**src/rtl/chr_gen_pkg.sv**
```systemverilog
// Shared definitions for the character generator: VRAM geometry and the
// fill-engine state encoding used by the VRAM write scheduler.
package chr_gen_pkg;

    localparam int C_VRAM_AW = 10;
    localparam int C_VRAM_DW = 8;

    typedef enum logic [1:0] {
        IDLE = 2'd0,
        FILL = 2'd1,
        DONE = 2'd2
    } fill_state_e;

endpackage

```
**src/rtl/vram_wr_fifo.sv**
```systemverilog
// Small synchronous FIFO for queued CPU writes. A push while full is accepted
// only when a pop happens in the same cycle; otherwise it is flagged as a drop.
module vram_wr_fifo #(
    parameter int W     = 18,
    parameter int DEPTH = 4
) (
    input  logic         clk_i,
    input  logic         rst_b_i,
    input  logic         push_i,
    input  logic [W-1:0] wdata_i,
    input  logic         pop_i,
    output logic [W-1:0] rdata_o,
    output logic         full_o,
    output logic         empty_o,
    output logic         drop_o
);

    localparam int PW = $clog2(DEPTH);
    localparam logic [PW:0] FULL_CNT = DEPTH[PW:0];

    logic [W-1:0]  mem_q [DEPTH];
    logic [PW-1:0] wr_ptr_q;
    logic [PW-1:0] rd_ptr_q;
    logic [PW:0]   count_q;
    logic [PW:0]   count_d;
    logic          push_ok;
    logic          pop_ok;

    assign full_o  = (count_q == FULL_CNT);
    assign empty_o = (count_q == '0);
    assign rdata_o = mem_q[rd_ptr_q];

    always_comb begin
        pop_ok  = pop_i & ~empty_o;
        push_ok = push_i & (~full_o | pop_ok);
        drop_o  = push_i & ~push_ok;
        count_d = count_q;
        if (push_ok && !pop_ok) begin
            count_d = count_q + 1'b1;
        end else if (pop_ok && !push_ok) begin
            count_d = count_q - 1'b1;
        end
    end

    always_ff @(posedge clk_i) begin
        if (!rst_b_i) begin
            wr_ptr_q <= '0;
            rd_ptr_q <= '0;
            count_q  <= '0;
        end else begin
            if (push_ok) wr_ptr_q <= wr_ptr_q + 1'b1;
            if (pop_ok)  rd_ptr_q <= rd_ptr_q + 1'b1;
            count_q <= count_d;
        end
    end

    // Storage needs no reset; the pointers define what is valid.
    always_ff @(posedge clk_i) begin
        if (push_ok) mem_q[wr_ptr_q] <= wdata_i;
    end

endmodule

```
**src/rtl/vram_wr_sched.sv**
```systemverilog
// Merges queued CPU writes and the fill engine onto the single VRAM write port,
// optionally restricting writes to the blanking interval.
module vram_wr_sched
    import chr_gen_pkg::*;
#(
    parameter int C_AW         = C_VRAM_AW,
    parameter int C_DW         = C_VRAM_DW,
    parameter int C_FIFO_DEPTH = 4
) (
    input  logic            CK_i,
    input  logic            XSYS_R_i,
    input  logic            CPU_WE_i,
    input  logic [C_AW-1:0] CPU_WAs_i,
    input  logic [C_DW-1:0] CPU_WDs_i,
    input  logic            FILL_START_i,
    input  logic [C_AW-1:0] FILL_BASEs_i,
    input  logic [C_AW:0]   FILL_LENs_i,
    input  logic [C_DW-1:0] FILL_DATs_i,
    input  logic            BLANK_ONLY_i,
    input  logic            BLANK_i,
    output logic [C_AW-1:0] VRAM_WAs_o,
    output logic [C_DW-1:0] VRAM_WDs_o,
    output logic            VRAM_WE_o,
    output logic            FIFO_FULL_o,
    output logic            DROP_o,
    output logic            FILL_BUSY_o,
    output logic            FILL_DONE_o
);

    localparam logic [C_AW:0] ONE_WORD = {{C_AW{1'b0}}, 1'b1};

    logic                 cpu_we_d_q;
    logic                 push;
    logic                 pop;
    logic                 win;
    logic                 fill_issue;
    logic [C_AW+C_DW-1:0] fifo_head;
    logic                 fifo_empty;
    logic                 fifo_full;
    logic                 fifo_drop;

    fill_state_e          state_q, state_d;
    logic                 start_q, start_d;
    logic [C_AW-1:0]      fill_addr_q, fill_addr_d;
    logic [C_AW:0]        remain_q, remain_d;
    logic [C_DW-1:0]      fill_dat_q, fill_dat_d;
    logic                 done_q, done_d;
    logic                 drop_q;
    logic                 we_q;
    logic [C_AW-1:0]      wa_q;
    logic [C_DW-1:0]      wd_q;

    vram_wr_fifo #(
        .W     (C_AW + C_DW),
        .DEPTH (C_FIFO_DEPTH)
    ) u_fifo (
        .clk_i   (CK_i),
        .rst_b_i (XSYS_R_i),
        .push_i  (push),
        .wdata_i ({CPU_WAs_i, CPU_WDs_i}),
        .pop_i   (pop),
        .rdata_o (fifo_head),
        .full_o  (fifo_full),
        .empty_o (fifo_empty),
        .drop_o  (fifo_drop)
    );

    // start_q delays the first fill word by one cycle after the parameters are latched.
    always_comb begin
        win         = ~BLANK_ONLY_i | BLANK_i;
        push        = CPU_WE_i & ~cpu_we_d_q;
        pop         = win & ~fifo_empty;
        fill_issue  = win & fifo_empty & (state_q == FILL);
        state_d     = state_q;
        start_d     = 1'b0;
        fill_addr_d = fill_addr_q;
        remain_d    = remain_q;
        fill_dat_d  = fill_dat_q;
        done_d      = 1'b0;
        case (state_q)
            IDLE: begin
                if (start_q) begin
                    state_d = FILL;
                end else if (FILL_START_i) begin
                    if (FILL_LENs_i != '0) begin
                        start_d     = 1'b1;
                        fill_addr_d = FILL_BASEs_i;
                        remain_d    = FILL_LENs_i;
                        fill_dat_d  = FILL_DATs_i;
                    end else begin
                        done_d = 1'b1;
                    end
                end
            end
            FILL: begin
                if (fill_issue) begin
                    fill_addr_d = fill_addr_q + 1'b1;
                    remain_d    = remain_q - 1'b1;
                    if (remain_q == ONE_WORD) state_d = DONE;
                end
            end
            DONE: begin
                done_d  = 1'b1;
                state_d = IDLE;
            end
            default: state_d = IDLE;
        endcase
    end

    always_ff @(posedge CK_i) begin
        if (!XSYS_R_i) begin
            cpu_we_d_q  <= 1'b1;
            state_q     <= IDLE;
            start_q     <= 1'b0;
            fill_addr_q <= '0;
            remain_q    <= '0;
            fill_dat_q  <= '0;
            done_q      <= 1'b0;
            drop_q      <= 1'b0;
            we_q        <= 1'b0;
            wa_q        <= '0;
            wd_q        <= '0;
        end else begin
            cpu_we_d_q  <= CPU_WE_i;
            state_q     <= state_d;
            start_q     <= start_d;
            fill_addr_q <= fill_addr_d;
            remain_q    <= remain_d;
            fill_dat_q  <= fill_dat_d;
            done_q      <= done_d;
            drop_q      <= fifo_drop;
            we_q        <= pop | fill_issue;
            if (pop) begin
                wa_q <= fifo_head[C_AW+C_DW-1:C_DW];
                wd_q <= fifo_head[C_DW-1:0];
            end else if (fill_issue) begin
                wa_q <= fill_addr_q;
                wd_q <= fill_dat_q;
            end
        end
    end

    assign VRAM_WE_o   = we_q;
    assign VRAM_WAs_o  = wa_q;
    assign VRAM_WDs_o  = wd_q;
    assign FIFO_FULL_o = fifo_full;
    assign DROP_o      = drop_q;
    assign FILL_DONE_o = done_q;
    assign FILL_BUSY_o = (state_q == FILL) || (state_q == DONE);

endmodule

```
**config.mk**
```make
export PLATFORM = sky130hd
export DESIGN_NAME = vram_wr_sched
export DESIGN_NICKNAME = d
export VERILOG_FILES = /design/src/rtl/chr_gen_pkg.sv /design/src/rtl/vram_wr_fifo.sv /design/src/rtl/vram_wr_sched.sv
export SDC_FILE = /design/constraint.sdc
export NUM_CORES = 1
export LEC_CHECK = 0
export BUFFER_PORTS_ARGS = -buffer_cell sky130_fd_sc_hd__buf_2
export CORE_MARGIN = 10
export CORE_UTILIZATION = 52
export CTS_CLUSTER_DIAMETER = 40
export DETAILED_ROUTE_END_ITERATION = 6
export GPL_ROUTABILITY_DRIVEN = 0
export HOLD_SLACK_MARGIN = 0.15
export PLACE_DENSITY = 0.76
export SKIP_CTS_REPAIR_TIMING = 1
export SYNTH_ARGS = -nofsm -noshare
export SYNTH_HDL_FRONTEND = slang
export SYNTH_SLANG_ARGS = --single-unit
export TNS_END_PERCENT = 20
```
**constraint.sdc**
```tcl
create_clock -name CK_i -period 2.9 [get_ports CK_i]
set_input_delay 0.87 -clock CK_i [delete_from_list [all_inputs] [get_ports CK_i]]
set_output_delay 0.87 -clock CK_i [all_outputs]
set_load 0.005 [all_outputs]
```
Word level (Yosys, flattened, before mapping)
Memory sizes are Yosys's and may differ from the RTL's. A register that Yosys moved wholly into a read port is not among the register bits.
Cells that the tools add are included.
{ "totals": {"regBits": 61, "latch_bits": 0, "mem_bits_rw": 72, "mem_bits_ro": 0, "input_bits": 53, "out_inout_bits": 23, "word_cells": 94, "n_memories": 1} }
{ "mem_list": {"columns": ["name", "words", "word_bits", "read_ports", "rd_ports_with_merged_regs", "wr", "line_no", "text"], "rows": [
  ["u_fifo.mem_q", 4, 18, 1, 1, 1, "vram_wr_fifo.sv:21", "logic [W-1:0] mem_q [DEPTH];"]
]} }
{ "classes": {"n_addsub": 6, "mul": 0, "n_div": 0, "n_lt_le_gt_ge": 0, "n_eq_ne": 10, "n_shift": 0, "mux": 29, "n_bitwise": 19, "n_reduce_logical": 15} }
{ "ops": {"columns": ["operator", "count"], "rows": [
  ["10-bit two-way mux", 6],
  ["11-bit two-way mux", 4],
  ["11-bit case mux with 2 select lines", 1],
  ["10-bit case mux with 2 select lines", 1],
  ["8-bit two-way mux", 2],
  ["2-bit != test (second input constant)", 6],
  ["11-bit by 1-bit == test with 1-bit output (second input constant)", 1],
  ["11-bit nonzero test", 1],
  ["11-bit by 1-bit subtractor with 11-bit output (second input constant)", 1],
  ["10-bit by 1-bit adder with 10-bit output (second input constant)", 1],
  ["2-bit two-way mux", 5],
  ["1-bit NOT", 9],
  ["1-bit AND", 7],
  ["1-bit two-way mux", 6],
  ["3-bit two-way mux", 2],
  ["2-bit nonzero test", 3],
  ["5-bit AND reduction", 1],
  ["2-bit by 1-bit adder with 2-bit output (second input constant)", 2],
  ["2-bit case mux with 2 select lines", 1],
  ["4-bit AND reduction", 1],
  ["4-bit OR reduction", 1],
  ["3-bit by 1-bit adder with 3-bit output (second input constant)", 1],
  ["3-bit == test (second input constant)", 1],
  ["3-bit zero test", 1],
  ["other kinds (10)", 14]
]} }

Longest topological paths before layout
Gate-level depths: netlist (run 1).
{ "depth": {"word_depth": 10, "ltp_mapped": 9, "depth_no_buf": 9} }

By module
A second synthesis (run 1) with hierarchy kept.
{ "unflattened": {"cells_unflattened": 485, "hier_area_um2": 5941.9} }
{ "modules_own_cells": {"columns": ["mod", "n_inst", "cells_per_inst", "area_per_inst_um2", "seq_area_each_um2"], "rows": [
  ["vram_wr_fifo", 1, 144, 3105.5, 2342.2],
  ["vram_wr_sched", 1, 341, 2836.5, 1081.0]
]} }

Worst setup path before layout (run 1)
No wires, ideal clock.
{ "synth_timing": {"path_type": "input -> register", "startpoint": "input port BLANK_ONLY_i", "endpoint": "register u_fifo.count_q[2]", "setup_ps": 70, "arrival_ps": 2720, "t_required_ps": 2830, "setup_slack_ps": 111, "cell_stages": 9, "path_buffers": 0, "cell_sequence": "nor2b_1 > and2_1 > nor3b_2 > ha_1 > inv_1 > fa_1 > xor2_1 > or3_1 > a21oi_1"} }
{ "synth_via": {"elab_chain_len": 9, "word_cells_on_any_way": 12, "classes_between": "1 x mux; 6 x bitwise; 5 x reduce/logical"} }
{ "synth_rtl": {"columns": ["item", "line_no", "text"], "rows": [
  ["start, declared", "vram_wr_sched.sv:19", "input logic BLANK_ONLY_i,"],
  ["1-bit NOT *", "vram_wr_sched.sv:70", "win = ~BLANK_ONLY_i | BLANK_i;"],
  ["1-bit OR *", "vram_wr_sched.sv:70", null],
  ["1-bit AND *", "vram_wr_sched.sv:72", "pop = win & ~fifo_empty;"],
  ["1-bit AND *", "vram_wr_fifo.sv:34", "pop_ok = pop_i & ~empty_o;"],
  ["1-bit OR *", "vram_wr_fifo.sv:35", "push_ok = push_i & (~full_o | pop_ok);"],
  ["1-bit AND *", "vram_wr_fifo.sv:35", null],
  ["net u_fifo.push_ok", "vram_wr_fifo.sv:26", "logic push_ok;"],
  ["1-bit zero test", "vram_wr_fifo.sv:40", "end else if (pop_ok && !push_ok) begin"],
  ["1-bit logical AND", "vram_wr_fifo.sv:40", null],
  ["2-bit nonzero test (no source line)", null, null],
  ["end signal, assigned", "vram_wr_fifo.sv:53", "count_q <= count_d;"],
  ["end, declared", "vram_wr_fifo.sv:24", "logic [PW:0] count_q;"]
]} }
The timed path passes the listed nets; every way through them passes the cells marked *.
A chain may end at the register's enable or synchronous reset.

Final worst setup path (run 1)
Same ends and word-level chain as after synthesis.

==> metrics.log, run 1 <==
[metrics] Initial DRT Pass Iterations: 5
[metrics] final WL: approximately 13000 um
[metrics] FF+latch count, synth: ~140
[metrics] final core area utilization: 64.1%
[metrics] buffers added on ports: between 70 and 80
[metrics] number of unique standard cell types used by synthesis: between 60 and 70
[metrics] met2 usage in global routing: 27.1%
[metrics] die width: between 100 and 150 um
[metrics] placeable core area: between 10000 and 15000 um^2
[metrics] post-synthesis instance area: around 6000 um^2
[metrics] worst setup slack for register-to-register paths: between 0.5 and 0.6 ns
[metrics] CP Depth: 10
[metrics] Clock Sink Count: approximately 140
[metrics] mean instance size in the synthesized netlist: approximately 12 um^2
[metrics] total placed instance area: 6390 um^2
[metrics] number of nets with antenna violations after routing: 0
[metrics] static power due to leakage: about 2.6 nW
[metrics] setup TNS: 0 ns
[metrics] all-layer global routing usage: roughly 17%
[metrics] count of pins over their slew limit: 0
[metrics] clock tree from TritonCTS: yes
[metrics] reg2reg end: u_fifo.count_q[2]
[metrics] Final HPWL DP: ~9000 um
[metrics] setup repair after global routing missed its margin: false
[metrics] Root Buffer Master: clkbuf_8
[metrics] dominant register cell in the synthesized netlist: edfxtp_1
[metrics] number of endpoints with negative hold slack in the final report: 0
[metrics] fill cell instance count of the final layout: between 800 and 900
[metrics] die height: about 130 um
[metrics] library cell occupying the most area in the post-synthesis netlist: edfxtp_1
[metrics] clk_lat worst skew: roughly 0.52 ns
[metrics] floorplan die area: 15800 um^2
[metrics] Max Buffers Root-to-Sink: 2
[metrics] vias in the first global route: about 4200
[metrics] Syn Nets: 538
[metrics] fraction of synthesized cell area taken by the top area cell type: 37.1%
[metrics] Worst Max-Slew Pin Slew: a little over 0.9 ns
[metrics] maximum level of the CTS H-tree: 4
[metrics] final worst path period share: ~83%
[metrics] fraction of final layout cells sized beyond drive strength 1: between 20 and 30%
[metrics] layer carrying the most global-route usage: met2
[metrics] ratio of total power to cell area: approximately 860 nW/um^2
[metrics] # rows: 38
[metrics] io pins: 76
[metrics] Critical Path End: u_fifo.count_q[2]
[metrics] maximum number of pins on one net before global-route repair: 38
[metrics] top library cells by usage in the layout, fill and taps aside: buf_2, edfxtp_1, dfxtp_1
[metrics] Final Net Count: slightly above 600
[metrics] total of warnings raised by yosys: 0
[metrics] most common cell after layout, fill and taps aside: buf_2
[metrics] area of all sequential standard cells: 3420 um^2
[metrics] total number of vias: 4149
[metrics] average routed wire per standard cell: roughly 19 um
[metrics] Worst R2R Path Depth: 9
[metrics] clk slew on worst S/H paths: about 0.070 ns
[metrics] Post-synth EDFFs: slightly above 70
[metrics] Crit. Startpoint: BLANK_ONLY_i
[metrics] GR met1 Demand/Resource: approximately a fifth
[metrics] critical path fanouts, max: 3
[metrics] met3 demand-to-capacity share in global routing: 4.49%
[metrics] crit path capture type: flop
[metrics] max-cap viol count: 0
[metrics] DRC violation count after routing: 0
[metrics] gate count after technology mapping: roughly 470
[metrics] number of buffers and inverters on the critical path: 2
[metrics] fraction of synthesis flops using an asynchronous set or reset pin: 0%
[metrics] Inserted Clock Buffers: 17
[metrics] number of design-rule violations left by the first detailed-router iteration: between 400 and 500
[metrics] layout-stage area growth over the synthesis result: 19.8%
[metrics] final instance area: 6980 um^2
[metrics] Hold Crit Class: reg -> reg
[metrics] register area share after synthesis: between 50% and 60%
[metrics] Setup Viol. Count Final: 0
[metrics] antenna violations before repair: 1
[metrics] Critical R2R Launch: u_fifo.count_q[0]
[metrics] initial core utilization: a little over half
[metrics] total area of multi-input combinational cells: 2230 um^2
[metrics] largest cells by area after synthesis: edfxtp_1, dfxtp_1, mux4_2, mux2i_1, nor2_1
[metrics] master of the slowest instance on the critical path: fa_1
[metrics] Worst Path Required: 3.35 ns
[metrics] relative slew slack: roughly two fifths
[metrics] min Tclk post-route: ~2.4 ns
[metrics] Critical Path Source Type: input pin
[metrics] worst-path cell chain: buf_2 > nor2b_1 > and2_1 > nor3b_2 > ha_1 > inv_1 > fa_1 > xor2_1 > or3_1 > a21oi_1
[metrics] delay-heaviest family, CP: simple AND/OR/NAND/NOR gates
[metrics] overall power: around 6.0 mW
[metrics] global-route wire length before repair: ~22000 um
[metrics] via-per-instance ratio: just under 6
[metrics] critical path class: in -> reg
[metrics] data arrival time of the critical path: around 2.9 ns
[metrics] Critical Path Max Stage Delay: 0.39 ns
[metrics] result of the run: completed
[metrics] highest ir drop seen on vdd: 424 uV
[metrics] Max Clock Skew: 0.00764 ns
[metrics] total overflow reported by the global router: 0
[metrics] Highest Clock Rate: about 420 MHz
-- tightest hold or removal path: cells and delay by family (launching register included) --
family	cells	cell delay (ns)
flip-flops	1	0.32
AND/OR/NAND/NOR	1	0.07
AO/OA/AOI/OAI	1	0.06
-- synth_stat cells (3+ instances only) --
library cell / n
a31oi_1: 6
mux4_2: 18
a211oi_1: 11
a22o_1: 3
ha_1: 11
xor2_1: 3
buf_4: 4
mux2i_1: 21
nand3b_1: 4
nand3_1: 12
a21oi_1: 26
a311oi_1: 9
nor2b_1: 5
nand2_1: 37
dfxtp_1: 63
o21a_1: 3
and2_1: 8
o21ai_0: 19
a21o_1: 3
nor4_1: 3
inv_1: 11
nor2_1: 47
clkbuf_1: 13
buf_2: 7
edfxtp_1: 72
nand2b_1: 4
nor3_1: 8
-- stage by stage --
step / hold slack, ns / worst slack, ns / std cells
finish: 0.482 / 0.501 / 712
global route: 0.514 / 0.357 / 712
CTS: 0.483 / 0.517 / 711
detailed placement: 0.473 / 0.00721 / 679
global placement: 0.473 / 0.136 / 679
floorplan: 0.451 / 0.111 / 473
-- report_power, final --
part           internal [mW]  switching, mW
combinational          0.653          0.807
clock                   1.20          0.925
sequential              2.23          0.193
-- flip-flops by register name, indices dropped and copies added (netlist names), 3 cells and up, named ones only --
name            flops
VRAM_WAs_o         10
VRAM_WDs_o          8
fill_addr_q        10
fill_dat_q          8
remain_q           11
u_fifo.count_q      3
u_fifo.mem_q       72
-- worst min path at each step --
stage / start / end / slack, ns / cells after the start
6_report: start_q / state_q[0] / 0.48 / 2
3_5_place_dp: start_q / state_q[0] / 0.47 / 2
5_1_grt: VRAM_WDs_o[4] / VRAM_WDs_o[4] / 0.51 / 2
2_1_floorplan: start_q / state_q[0] / 0.45 / 2
3_3_place_gp: fill_dat_q[7] / fill_dat_q[7] / 0.47 / 2
4_1_cts: start_q / state_q[0] / 0.48 / 2
-- area by class of cell --
cell class / instances / area share (%)
Antenna cell: 1 / 0.0358
Clock buffer: 17 / 5.93
Clock inverter: 15 / 2.53
Inverter: 13 / 0.699
Multi-Input combinational cell: 299 / 31.9
Sequential cell: 135 / 49.0
Tap cell: 140 / 2.51
Timing Repair Buffer: 92 / 7.38
-- kinds of logic after synthesis --
logic type / Yosys count / share of synthesized area [%]
AOI/OAI and AO/OA: 96 / 11.1
xor gates and xnor gates: 5 / 0.751
adders and majority gates: 12 / 2.70
buffers and inverters: 39 / 3.22
DFF: 135 / 58.7
muxes: 40 / 10.8
and+or+nand+nor: 146 / 12.8
-- per-layer routing --
layer	share of wire [%]	wire (um)	up-vias
li1	-	-	1951
met1	42	5650	2017
met2	50	6660	163
met3	6.0	799	18
met4	1.9	248	0
met5	0	0	-
No activity file was read; power rests on OpenSTA's default activity.
==> inputs of run 2 (changes only) <==
--- a/config.mk
+++ b/config.mk
@@ -7,12 +7,12 @@
 export LEC_CHECK = 0
 export BUFFER_PORTS_ARGS = -buffer_cell sky130_fd_sc_hd__buf_2
 export CORE_MARGIN = 10
-export CORE_UTILIZATION = 52
+export CORE_UTILIZATION = 57
 export CTS_CLUSTER_DIAMETER = 40
 export DETAILED_ROUTE_END_ITERATION = 6
 export GPL_ROUTABILITY_DRIVEN = 0
 export HOLD_SLACK_MARGIN = 0.15
-export PLACE_DENSITY = 0.76
+export PLACE_DENSITY = 0.79
 export SKIP_CTS_REPAIR_TIMING = 1
 export SYNTH_ARGS = -nofsm -noshare
 export SYNTH_HDL_FRONTEND = slang
==> constraint.sdc (replaced) <==
create_clock -name CK_i -period 2.5 [get_ports CK_i]
set_input_delay 0.75 -clock CK_i [delete_from_list [all_inputs] [get_ports CK_i]]
set_output_delay 0.75 -clock CK_i [all_outputs]
set_load 0.005 [all_outputs]
==> metrics.log, run 2 (synthesis results as in run 1) <==
[metrics] result of the run: completed (unchanged)
[metrics] floorplan die area: 14700 um^2 (was 15800 um^2)
[metrics] number of endpoints with negative hold slack in the final report: 0 (unchanged)
[metrics] Worst Max-Slew Pin Slew: 0.704 ns (was 0.911 ns)
[metrics] fraction of final layout cells sized beyond drive strength 1: 28.8% (was 27.8%)
[metrics] Highest Clock Rate: between 400 and 500 MHz
[metrics] total placed instance area: 6490 um^2 (was 6390 um^2)
[metrics] via-per-instance ratio: 5.83 (about the same)
[metrics] Worst Path Required: 2.94 ns (was 3.35 ns)
[metrics] Initial DRT Pass Iterations: 6 (was 5)
[metrics] maximum number of pins on one net before global-route repair: 38 (unchanged)
[metrics] setup repair after global routing missed its margin: false (unchanged)
[metrics] top library cells by usage in the layout, fill and taps aside: buf_2, edfxtp_1, dfxtp_1 (unchanged)
[metrics] DRC violation count after routing: 0 (unchanged)
[metrics] critical path fanouts, max: 4 (was 3)
[metrics] total overflow reported by the global router: 0 (unchanged)
[metrics] critical path class: reg -> reg (was in -> reg)
[metrics] antenna cell count: 0 (was 1)
[metrics] Inserted Clock Buffers: 17 (unchanged)
[metrics] final WL: 13400 um (about the same)
[metrics] Critical Path Source Type: flop (was input pin)
[metrics] most common cell after layout, fill and taps aside: buf_2 (unchanged)
[metrics] data arrival time of the critical path: 2.66 ns (was 2.85 ns)
[metrics] Top Registers: u_fifo.mem_q x72, remain_q x11 (unchanged)
[metrics] Clock Sink Count: 135 (unchanged)
[metrics] die width: 121 um (was 126 um)
[metrics] crit path capture type: flop (unchanged)
[metrics] placeable core area: 9860 um^2 (was 10900 um^2)
[metrics] Root Buffer Master: clkbuf_8 (unchanged)
[metrics] flip-flop count of the largest register after layout: 72 (unchanged)
[metrics] number of nets with antenna violations after routing: 0 (unchanged)
[metrics] all-layer global routing usage: 18.7% (was 16.7%)
[metrics] die height: 121 um (was 126 um)
[metrics] ratio of total power to cell area: 984 nW/um^2 (was 860 nW/um^2)
[metrics] final worst path period share: approximately nine tenths
[metrics] clk slew on worst S/H paths: 0.06 ns (was 0.07 ns)
[metrics] # rows: 36 (was 38)
[metrics] maximum level of the CTS H-tree: 4 (unchanged)
[metrics] vias in the first global route: 4369 (was 4161)
[metrics] fill cell instance count of the final layout: 666 (was 804)
[metrics] Final Net Count: 629 (was 623)
[metrics] highest ir drop seen on vdd: 678 uV (was 424 uV)
[metrics] final instance area: 7060 um^2 (was 6980 um^2)
[metrics] io pins: 76 (unchanged)
[metrics] global-route wire length before repair: 21900 um (was 21700 um)
[metrics] max-cap viol count: 0 (unchanged)
[metrics] clk_lat worst skew: 0.51 ns (was 0.52 ns)
[metrics] initial core utilization: 59.1% (was 53.5%)
[metrics] setup TNS: 0 ns (unchanged)
[metrics] antenna violations before repair: 0 (was 1)
[metrics] clock tree from TritonCTS: yes (unchanged)
[metrics] static power due to leakage: 2.64 nW (was 2.62 nW)
[metrics] average routed wire per standard cell: 18.8 um (about the same)
[metrics] count of pins over their slew limit: 0 (unchanged)
[metrics] buffers added on ports: 75 (unchanged)
[metrics] Max Buffers Root-to-Sink: 2 (unchanged)
[metrics] relative slew slack: 53.0% (was 39.2%)
[metrics] Setup Viol. Count Final: 0 (unchanged)
[metrics] Final HPWL DP: 9110 um (was 8960 um)
[metrics] min Tclk post-route: 2.22 ns
[metrics] register with the most flip-flops: u_fifo.mem_q (unchanged)
[metrics] overall power: 6.94 mW (was 6.00 mW)
[metrics] Max Clock Skew: 0.00578 ns (was 0.00764 ns)
[metrics] number of design-rule violations left by the first detailed-router iteration: 389 (was 446)
[metrics] Hold Crit Class: in -> reg (was reg -> reg)
[metrics] total number of vias: 4140 (was 4149)
[metrics] layout-stage area growth over the synthesis result: 21.1% (was 19.8%)
## run 2: cell count changes in the layout (fill, tap and decap cells not counted), sizes merged
cell,before,now
buf,92,98
bufinv,1,2
clkbuf,17,18
clkinv,3,7
clkinvlp,1,3
diode,1,0
inv,23,15
## run 2: area by class of cell
cell class                      count  area [um^2]  area share, %
Clock buffer                       18          418           5.92
Clock inverter                     14          149           2.11
Inverter                           13         48.8          0.691
Multi-Input combinational cell    299         2240           31.8
Sequential cell                   135         3420           48.5
Tap cell                          133          166           2.36
Timing Repair Buffer               98          611           8.65
## run 2: stage by stage
stage          utilization [%]  hold WS [ns]  std cells  worst slack (ns)
4_1_cts                   71.5         0.436        710             0.279
6_report                  71.5         0.447        710             0.280
3_5_place_dp              65.8         0.481        678            -0.131
3_3_place_gp              65.8         0.472        678           -0.0502
5_1_grt                   71.5         0.430        710             0.157
2_1_floorplan                -         0.451        473           -0.0571
## run 2: critical path: stages (launching register included)
cell,delay (ns)
dfxtp_1,0.45
nor3b_1,0.11
and2_4,0.18
nor3b_4,0.20
ha_2,0.21
inv_1,0.06
fa_2,0.33
xor2_1,0.17
or3_1,0.30
a21oi_1,0.13
## run 2: path summary, 6_finish.rpt
path | startpoint | endpoint | slack, ns | cells after the start
max | u_fifo.count_q[0] | u_fifo.count_q[2] | 0.28 | 9
max reg2reg | u_fifo.count_q[0] | u_fifo.count_q[2] | 0.28 | 9
min | CPU_WAs_i[8] | u_fifo.mem_q[2][16] | 0.45 | 1
min reg2reg | start_q | state_q[0] | 0.49 | 2
## run 2: report_power, final
| group | total [mW] | switching, mW | leakage [nW] | internal [mW] |
|---|---|---|---|---|
| Combinational | 1.79 | 0.977 | 1.20 | 0.814 |
| Sequential | 2.79 | 0.198 | 1.17 | 2.59 |
| Clock | 2.37 | 0.943 | 0.270 | 1.42 |
| Total | 6.94 | 2.12 | 2.64 | 4.82 |
## run 2: per-layer routing
metal,routed length (um),GRT usage (%),up-vias
met5,0,0,-
li1,-,-,1954
met2,6770,32.0,131
met3,866,5.68,19
met1,5550,22.0,2036
met4,179,6.41,0
==> inputs of run 3 (changes only) <==
--- a/config.mk
+++ b/config.mk
@@ -7,14 +7,15 @@
 export LEC_CHECK = 0
 export BUFFER_PORTS_ARGS = -buffer_cell sky130_fd_sc_hd__buf_2
 export CORE_MARGIN = 10
-export CORE_UTILIZATION = 57
+export CORE_UTILIZATION = 58
 export CTS_CLUSTER_DIAMETER = 40
 export DETAILED_ROUTE_END_ITERATION = 6
 export GPL_ROUTABILITY_DRIVEN = 0
 export HOLD_SLACK_MARGIN = 0.15
-export PLACE_DENSITY = 0.79
+export PLACE_DENSITY = 0.8
 export SKIP_CTS_REPAIR_TIMING = 1
 export SYNTH_ARGS = -nofsm -noshare
 export SYNTH_HDL_FRONTEND = slang
+export SYNTH_HIERARCHICAL = 1
 export SYNTH_SLANG_ARGS = --single-unit
 export TNS_END_PERCENT = 20
==> metrics.log, run 3 <==
[metrics] number of unique standard cell types used by synthesis: 55 (was 63)
[metrics] fraction of final layout cells sized beyond drive strength 1: 29.0% (was 28.8%)
[metrics] relative slew slack: 67.5% (was 53.0%)
[metrics] reg2reg end: u_fifo/count_q[2] (was u_fifo.count_q[2])
[metrics] maximum level of the CTS H-tree: 4 (unchanged)
[metrics] final WL: 14100 um (was 13400 um)
[metrics] cell count after placement: 684 (was 678)
[metrics] Top Registers: u_fifo/mem_q x72, remain_q x11 (was u_fifo.mem_q x72, remain_q x11)
[metrics] register area share after synthesis: 57.6% (was 58.7%)
[metrics] buffers added on ports: 75 (unchanged)
[metrics] DRC violation count after routing: 0 (unchanged)
[metrics] antenna cell count: 0 (unchanged)
[metrics] count of pins over their slew limit: 0 (unchanged)
[metrics] Hold Path Depth: 2 (was 1)
[metrics] antenna violations before repair: 0 (unchanged)
[metrics] post-synthesis adder-cell area fraction: 2.86% (was 2.70%)
[metrics] delay-heaviest family, CP: simple AND/OR/NAND/NOR gates (unchanged)
[metrics] fraction of synthesis flops using an asynchronous set or reset pin: 0% (unchanged)
[metrics] largest cells by area after synthesis: edfxtp_1, dfxtp_1, mux4_2, mux2i_1, ha_1 (was edfxtp_1, dfxtp_1, mux4_2, mux2i_1, nor2_1)
[metrics] top library cells by usage in the layout, fill and taps aside: buf_2, edfxtp_1, dfxtp_1 (unchanged)
[metrics] vias in the first global route: 4439 (was 4369)
[metrics] Critical Path Max Stage Delay: 0.44 ns (was 0.45 ns)
[metrics] met3 demand-to-capacity share in global routing: 6.28% (was 5.68%)
[metrics] Inserted Clock Buffers: 17 (unchanged)
[metrics] Max Clock Skew: 0.00942 ns (was 0.00578 ns)
[metrics] most common cell after layout, fill and taps aside: buf_2 (unchanged)
[metrics] io pins: 76 (unchanged)
[metrics] critical path class: reg -> reg (unchanged)
[metrics] Worst Path Required: 2.96 ns (was 2.94 ns)
[metrics] Clock Sink Count: 135 (unchanged)
[metrics] number of design-rule violations left by the first detailed-router iteration: 327 (was 389)
[metrics] total overflow reported by the global router: 0 (unchanged)
[metrics] worst setup slack for register-to-register paths: 0.15 ns (was 0.28 ns)
[metrics] Post-synth EDFFs: 72 (unchanged)
[metrics] clk slew on worst S/H paths: 0.06 ns (about the same)
[metrics] register with the most flip-flops: u_fifo/mem_q (was u_fifo.mem_q)
[metrics] Setup Viol. Count Final: 0 (unchanged)
[metrics] critical path fanouts, max: 7 (was 4)
[metrics] post-synthesis compound-gate area fraction: 9.85% (was 11.1%)
[metrics] Initial DRT Pass Iterations: 5 (was 6)
[metrics] mean instance size in the synthesized netlist: 12.3 um^2 (about the same)
[metrics] max-cap viol count: 0 (unchanged)
[metrics] crit path capture type: flop (unchanged)
[metrics] Post-synth top cells: edfxtp_1, dfxtp_1, nand2_1, nor2_1 (was edfxtp_1, dfxtp_1, nor2_1, nand2_1, a21oi_1)
[metrics] number of buffers and inverters on the critical path: 2 (was 1)
[metrics] Critical Path Source Type: flop (unchanged)
[metrics] main combinational cell family by area after synthesis: simple AND/OR/NAND/NOR gates (unchanged)
[metrics] all-layer global routing usage: 19.9% (was 18.7%)
[metrics] library cell occupying the most area in the post-synthesis netlist: edfxtp_1 (unchanged)
[metrics] Final HPWL DP: 9340 um (was 9110 um)
[metrics] final worst path period share: 93.9% (was 88.8%)
[metrics] gate count after technology mapping: 485 (was 473)
[metrics] FF+latch count, synth: 135 (unchanged)
[metrics] Syn Nets: 551 (was 538)
[metrics] total of warnings raised by yosys: 6 (was 0)
[metrics] maximum number of pins on one net before global-route repair: 42 (was 38)
[metrics] die width: 121 um (about the same)
[metrics] Crit. Startpoint: u_fifo/count_q[2] (was u_fifo.count_q[0])
[metrics] Final Non-Filler Cells: 716 (was 710)
[metrics] CP Depth: 11 (was 9)
[metrics] number of nets with antenna violations after routing: 0 (unchanged)
[metrics] min Tclk post-route: 2.35 ns (was 2.22 ns)
[metrics] Max Buffers Root-to-Sink: 2 (unchanged)
[metrics] overall power: 7.88 mW (was 6.94 mW)
[metrics] die height: 121 um (about the same)
[metrics] fraction of synthesized cell area taken by the top area cell type: 36.4% (was 37.1%)
[metrics] Critical Path End: u_fifo/count_q[2] (was u_fifo.count_q[2])
[metrics] highest ir drop seen on vdd: 707 uV (was 678 uV)
[metrics] # rows: 36 (unchanged)
[metrics] Critical R2R Launch: u_fifo/count_q[2] (was u_fifo.count_q[0])
[metrics] simple-gate share of the synthesized area: 14.0% (was 12.8%)
[metrics] Worst R2R Path Depth: 11 (was 9)
[metrics] post-synthesis instance area: 5940 um^2 (was 5830 um^2)
[metrics] Worst Max-Slew Pin Slew: 0.483 ns (was 0.704 ns)
[metrics] dominant register cell in the synthesized netlist: edfxtp_1 (unchanged)
[metrics] ratio of total power to cell area: 1100 nW/um^2 (was 984 nW/um^2)
[metrics] number of endpoints with negative hold slack in the final report: 0 (unchanged)
[metrics] GR met1 Demand/Resource: 21.7% (was 22.0%)
[metrics] global-route wire length before repair: 22700 um (was 21900 um)
[metrics] average routed wire per standard cell: 19.7 um (was 18.8 um)
[metrics] clk_lat worst skew: 0.53 ns (was 0.51 ns)
[metrics] layout-stage area growth over the synthesis result: 20.9% (was 21.1%)
[metrics] setup repair after global routing missed its margin: false (unchanged)
[metrics] fraction of synthesized cell area in xor and xnor cells: 0.737% (was 0.751%)
[metrics] data arrival time of the critical path: 2.81 ns (was 2.66 ns)
[metrics] top-count cell post-synth: edfxtp_1 (unchanged)
[metrics] master of the slowest instance on the critical path: dfxtp_1 (unchanged)
[metrics] Final Net Count: 636 (was 629)
[metrics] static power due to leakage: 2.74 nW (was 2.64 nW)
[metrics] fraction of synthesized area in multiplexers: 11.2% (was 10.8%)
[metrics] placeable core area: 9860 um^2 (unchanged)
[metrics] worst-path cell chain: nor3_1 > nand2b_4 > inv_4 > nor4b_2 > nor2b_1 > ha_4 > inv_2 > fa_2 > xor2_1 > or3_1 > a21boi_1 (was nor3b_1 > and2_4 > nor3b_4 > ha_2 > inv_1 > fa_2 > xor2_1 > or3_1 > a21oi_1)
[metrics] Root Buffer Master: clkbuf_8 (unchanged)
[metrics] initial core utilization: 60.2% (was 59.1%)
[metrics] Highest Clock Rate: 426 MHz (was 450 MHz)
[metrics] met2 usage in global routing: 35.2% (was 32.0%)
[metrics] result of the run: completed (unchanged)
[metrics] clock tree from TritonCTS: yes (unchanged)
[metrics] layer carrying the most global-route usage: met2 (unchanged)
[metrics] via-per-instance ratio: 5.87 (was 5.83)
[metrics] flip-flop count of the largest register after layout: 72 (unchanged)
[metrics] Hold Crit Class: in -> reg (unchanged)
[metrics] total number of vias: 4206 (was 4140)
[metrics] floorplan die area: 14700 um^2 (about the same)
-- run 3: per-layer routing --
metal,part of all wire (%),vias to the layer above
met5,0,-
met4,1.9,0
met3,5.4,20
met2,54,128
met1,39,2075
li1,-,1983
-- run 3: cells by family (layout without fill, tap and decap cells) --
kind of cell             after synthesis  count (layout)
AND/OR/NAND/NOR                      157             157
XOR/XNOR                               5               5
multiplexers                          44              44
buffers and inverters                 49             147
AO/OA/AOI/OAI                         82              82
flip-flops                           135             135
adder cells (fa/ha/maj)               13              13
-- run 3: layout make-up --
| cell class | instances | area [um^2] |
|---|---|---|
| well taps | 133 | 166 |
| inverters | 16 | 62.6 |
| clock buffers | 19 | 422 |
| fillers | 659 | 2680 |
| clock inverters | 13 | 146 |
| multi-input cells | 301 | 2330 |
| flip-flops and latches | 135 | 3420 |
| repair buffers | 99 | 631 |
-- run 3: worst min path at each step --
stage / start / to
after floorplan: remain_q[10] / remain_q[10]
after global placement: remain_q[10] / remain_q[10]
after detailed placement: remain_q[10] / remain_q[10]
after CTS: CPU_WE_i / cpu_we_d_q
after global routing: CPU_WAs_i[2] / u_fifo/mem_q[1][10]
final: CPU_WE_i / cpu_we_d_q
-- run 3: per-stage QoR --
step                      TNS [ns]  cell area, um^2  util (%)  setup WS (ns)  hold slack [ns]
after global routing             0             7180      72.8         0.0453            0.408
after detailed placement    -0.153             6610      67.0         -0.153            0.472
final                            0             7180      72.8          0.153            0.417
after global placement     -0.0583             6610      67.0        -0.0583            0.453
after CTS                        0             7180      72.8          0.174            0.385
after floorplan             -0.347             5990         -         -0.224            0.439
-- run 3: worst register-to-register path: cells and delay by family, from the launching register on --
family,cells,cell delay (ns)
simple gates,5,0.91
fa+ha+maj,2,0.55
flops,1,0.44
xor+xnor,1,0.16
compound gates,1,0.12
buf+inv,2,0.10
-- run 3: where the power goes --
part	switching, mW	total, mW	internal, mW
Sequential	0.247	2.89	2.64
Combinational	1.46	2.60	1.14
Clock	0.955	2.39	1.43
